[config.mk]
export PLATFORM = sky130hd
export DESIGN_NAME = btn_rpt
export DESIGN_NICKNAME = d
export VERILOG_FILES = /design/src/rtl/btn_rpt.sv
export SDC_FILE = /design/constraint.sdc
export NUM_CORES = 1
export LEC_CHECK = 0
export CORE_ASPECT_RATIO = 0.75
export CORE_MARGIN = 2
export CORE_UTILIZATION = 55
export CTS_BUF_LIST = sky130_fd_sc_hd__clkbuf_4 sky130_fd_sc_hd__clkbuf_8 sky130_fd_sc_hd__clkbuf_16
export DETAILED_ROUTE_END_ITERATION = 7
export PLACE_DENSITY = 0.85
export SYNTH_ARGS = -nofsm -noshare
export SYNTH_HDL_FRONTEND = slang
export SYNTH_SLANG_ARGS = --single-unit
[constraint.sdc]
create_clock -name CLK -period 4.9 [get_ports CLK]
set_input_delay 0.98 -clock CLK [delete_from_list [all_inputs] [get_ports CLK]]
set_output_delay 0.98 -clock CLK [all_outputs]
set_load 0.02 [all_outputs]
[src/rtl/btn_rpt.sv]
// Debounced, auto-repeating front end for the three active-low set keys.
// Emits one-cycle command pulses on press and, on enabled channels, while held.
module btn_rpt #(
  parameter int unsigned SAMPLE_DIV   = 500000,
  parameter int unsigned REPEAT_DELAY = 50,
  parameter int unsigned REPEAT_RATE  = 10,
  parameter logic [2:0]  REPEAT_MASK  = 3'b110
) (
  input  logic       CLK,
  input  logic       RST,
  input  logic [2:0] nBIN,
  output logic [2:0] BOUT,
  output logic [2:0] LEVEL
);

  localparam int unsigned TW   = $clog2(SAMPLE_DIV);
  localparam int unsigned RMAX = (REPEAT_DELAY > REPEAT_RATE) ? REPEAT_DELAY : REPEAT_RATE;
  localparam int unsigned CW   = (RMAX > 1) ? $clog2(RMAX) : 1;

  localparam logic [TW-1:0] TickLast  = TW'(SAMPLE_DIV - 1);
  localparam logic [CW-1:0] DelayLast = CW'(REPEAT_DELAY - 1);
  localparam logic [CW-1:0] RateLast  = CW'(REPEAT_RATE - 1);

  typedef enum logic [1:0] {StIdle, StWait, StRpt} state_e;

  logic [2:0]    sync_q, s_q;
  logic [TW-1:0] div_q, div_d;
  logic          tick;
  logic [2:0]    prev_q, level_q, level_d;
  logic [2:0]    bout_q, bout_d;
  state_e        state_q [3];
  state_e        state_d [3];
  logic [CW-1:0] rcnt_q  [3];
  logic [CW-1:0] rcnt_d  [3];

  assign tick  = (div_q == TickLast);
  assign div_d = tick ? '0 : div_q + 1'b1;

  // A channel level only follows the sample once two consecutive ticks agree.
  always_comb begin
    level_d = level_q;
    if (tick) begin
      for (int i = 0; i < 3; i++) begin
        if (s_q[i] == prev_q[i]) level_d[i] = s_q[i];
      end
    end
  end

  always_ff @(posedge CLK) begin
    if (!RST) begin
      sync_q  <= '0;
      s_q     <= '0;
      div_q   <= '0;
      prev_q  <= '0;
      level_q <= '0;
      bout_q  <= '0;
    end else begin
      sync_q  <= ~nBIN;
      s_q     <= sync_q;
      div_q   <= div_d;
      if (tick) prev_q <= s_q;
      level_q <= level_d;
      bout_q  <= bout_d;
    end
  end

  // FSM state register
  always_ff @(posedge CLK) begin
    if (!RST) begin
      for (int i = 0; i < 3; i++) begin
        state_q[i] <= StIdle;
        rcnt_q[i]  <= '0;
      end
    end else begin
      for (int i = 0; i < 3; i++) begin
        state_q[i] <= state_d[i];
        rcnt_q[i]  <= rcnt_d[i];
      end
    end
  end

  // FSM next state; release is checked before any counting.
  always_comb begin
    for (int i = 0; i < 3; i++) begin
      state_d[i] = state_q[i];
      rcnt_d[i]  = rcnt_q[i];
      if (tick) begin
        case (state_q[i])
          StIdle: begin
            if (level_d[i] && !level_q[i]) begin
              state_d[i] = StWait;
              rcnt_d[i]  = '0;
            end
          end
          StWait: begin
            if (!level_d[i]) begin
              state_d[i] = StIdle;
            end else if (REPEAT_MASK[i]) begin
              if (rcnt_q[i] == DelayLast) begin
                state_d[i] = StRpt;
                rcnt_d[i]  = '0;
              end else begin
                rcnt_d[i] = rcnt_q[i] + 1'b1;
              end
            end
          end
          StRpt: begin
            if (!level_d[i]) begin
              state_d[i] = StIdle;
            end else if (rcnt_q[i] == RateLast) begin
              rcnt_d[i] = '0;
            end else begin
              rcnt_d[i] = rcnt_q[i] + 1'b1;
            end
          end
          default: state_d[i] = StIdle;
        endcase
      end
    end
  end

  // FSM outputs, registered into bout_q
  always_comb begin
    bout_d = '0;
    if (tick) begin
      for (int i = 0; i < 3; i++) begin
        case (state_q[i])
          StIdle:  bout_d[i] = level_d[i] & ~level_q[i];
          StWait:  bout_d[i] = level_d[i] & REPEAT_MASK[i] & (rcnt_q[i] == DelayLast);
          StRpt:   bout_d[i] = level_d[i] & (rcnt_q[i] == RateLast);
          default: bout_d[i] = 1'b0;
        endcase
      end
    end
  end

  assign BOUT  = bout_q;
  assign LEVEL = level_q;

endmodule

==> results.json <==
{
  "outcome": "finished, final reports clean",
  "diodes": 0,
  "ys_warn_count": 0,
  "max-slew-margin-rel_pct": 48.6,
  "cts_resized": 0,
  "ys_seq_area_share_pct": 38.2,
  "first_global_vias": 2030,
  "worst_ir_drop_vdd_uv": 203,
  "worstSetupPathType": "primary input to flip-flop",
  "wl_per_cell_um": 14.5,
  "synth_cell_types": 62,
  "grt_max_degree": 27,
  "rrSetupSlack_ps": 2870,
  "antenna_left": 0,
  "route.detailed.drc": 0,
  "reg2reg_depth": 5,
  "cts_hold_buf": 0,
  "cts_setup_buffers": 0,
  "p_per_area_nw_per_um2": 250,
  "globalplace.congestion": 0.840,
  "async_flop_share_pct": 0,
  "antenna_found_initial": 0,
  "crit_path_start": "RST",
  "ys_ff_latch": 51,
  "min_path_type": "flip-flop to flip-flop",
  "ys.flop_type": "dfxtp_1",
  "worstSetupEndpoint": "rcnt_q[0][15]",
  "maxSlewViolCount": 0,
  "finClkSkew_ps": 5.08,
  "cts.path.max_buffers": 2,
  "clk_pin_slew_ps": 100,
  "finalHoldViolations": 0,
  "coreArea_um2": 4570,
  "critPathMaxStageDelay_ps": 660,
  "fp.dieW_um": 84.5,
  "dr.pass1.iters": 4,
  "maxCapViolCount": 0,
  "min_period_over_period_pct": 54.0,
  "setup_viol": 0,
  "netlist_area_um2": 2680,
  "num_vias": 2206,
  "drtIter0Drc": 188,
  "fillCellCount": 398,
  "initial_core_util_pct": 58.5,
  "critPathRequiredTime_ps": 5160,
  "rows": 21,
  "dpl.hpwl_um": 3910,
  "die_area_um2": 5440,
  "cp_cell_sequence": "clkdlybuf4s50_1, buf_4, clkinv_1, nor3b_1, a32o_1",
  "cpMaxStageDelayCell": "clkinv_1",
  "syn_nets": 320,
  "synth_edf_count": 0,
  "track_usage_pct": 21.4,
  "placed_cells": 363,
  "die_y_um": 64.4,
  "final_nets": 331,
  "arrival_ps": 2910,
  "synthCells": 302,
  "syn-mean-instance-area_um2": 8.86,
  "reg2reg_to": "div_q[16]",
  "endpoint_kind": "flip-flop",
  "clkSinkCount": 51,
  "drive_above_1_share_pct": 8.28,
  "stdcell_count": 371,
  "worstSkewPairLatency_ps": 310,
  "worstMarginPinSlew_ps": 767,
  "finalCriticalPeriod_ps": 2650,
  "io_buffers": 10,
  "cts_tree": "built",
  "p_leak_nw": 1.02,
  "tns_ps": 0,
  "fin_hold_ws_ps": 444,
  "crit_path_max_fanout": 26,
  "area.growth.synth_to_final_pct": 9.03,
  "ios": 11,
  "htree_levels": 2,
  "cts_root_buf": "clkbuf_8",
  "final_util_pct": 63.8,
  "min_delay_path_depth": 1,
  "viasPerCell": 5.95,
  "r2r_start": "div_q[9]",
  "cts_buffers": 5,
  "max_freq_ghz": 0.378,
  "gr-total-overflow": 0,
  "grt_pass1_wl_um": 9430,
  "routed_wl_um": 5390,
  "setup.worst_path.start_class": "primary input",
  "rsz0062_at_grt": "false"
}
## layout make-up
cell class                 instances  area, um^2  share of cell area (%)
tap                               57        71.3                    2.45
sequential                        51        1020                    35.0
clock inverter                     3        26.3                   0.901
multi-input combinational        231        1570                    53.9
timing repair buffer              11         108                    3.69
inverter                          13        48.8                    1.67
clock buffer                       5        68.8                    2.36
## metal layers
metal	share of wire (%)	GRT usage (%)	up-vias
met3	4.4	3.88	8
met5	0	0	-
met4	1.3	7.14	0
met2	41	30.6	51
met1	53	32.2	1031
li1	-	-	1116
## state kept, by name (all words and copies together) (netlist names)
register,cells
div_q,19
rcnt_q,12
state_q,5
BOUT,3
LEVEL,3
prev_q,3
s_q,3
sync_q,3
## worst max-delay path: cells and delay by family
| family | cells | cell delay, ps |
|---|---|---|
| buffers and inverters | 3 | 1350 |
| and+or+nand+nor | 1 | 400 |
| AOI/OAI and AO/OA | 1 | 170 |
## through the flow
step | cell area [um^2] | setup WS, ps | power (mW)
floorplan | 2680 | 3130 | 0.465
global placement | 2820 | 2000 | 0.476
detailed placement | 2820 | 1940 | 0.477
CTS | 2920 | 2260 | 0.735
global route | 2920 | 2010 | 0.758
finish | 2920 | 2250 | 0.730
## power by group
group | internal, mW | leakage [nW] | switching, mW
Clock | 0.105 | 0.0491 | 0.156
Combinational | 0.0166 | 0.556 | 0.0261
Sequential | 0.420 | 0.413 | 0.00562
Total | 0.542 | 1.02 | 0.187
## worst min path at each step
stage,endpoint,startpoint
2_1_floorplan,s_q[0],sync_q[0]
3_3_place_gp,s_q[0],sync_q[0]
3_5_place_dp,s_q[0],sync_q[0]
4_1_cts,s_q[0],sync_q[0]
5_1_grt,s_q[0],sync_q[0]
6_report,s_q[0],sync_q[0]
## cell families after synthesis
kind of cell               after synthesis  synth area share [%]
muxes                                    2                 0.748
adders and majority gates               15                  6.92
and+or+nand+nor                        139                  30.3
xor gates and xnor gates                16                  5.24
buffers and inverters                   20                  3.04
AOI/OAI and AO/OA                       59                  15.6
DFF                                     51                  38.2
## synth_stat cells, types with 7 or more instances
library cell / n / area [um^2]
dfxtp_1: 51 / 1020
nor2_1: 31 / 116
nand2_1: 28 / 105
a21oi_1: 15 / 75.1
nand3_1: 15 / 75.1
ha_1: 13 / 163
inv_1: 12 / 45.0
xor2_1: 9 / 78.8
o21ai_1: 8 / 40.0
nor3b_1: 7 / 52.6
xnor2_1: 7 / 61.3
## placed cells by master (no fill, tap or decap), types with 5 or more instances in the layout
cell type	instances
a21oi_1	15
a32o_1	6
and2_1	5
and3_1	6
clkbuf_8	5
clkdlybuf4s50_1	10
dfxtp_1	51
ha_1	13
inv_1	12
nand2_1	28
nand3_1	15
nand4_1	5
nor2_1	31
nor2b_1	6
nor3_1	5
nor3b_1	7
o21ai_1	8
o21bai_1	5
xnor2_1	7
xor2_1	9
Power figures use the tool's default switching activity.
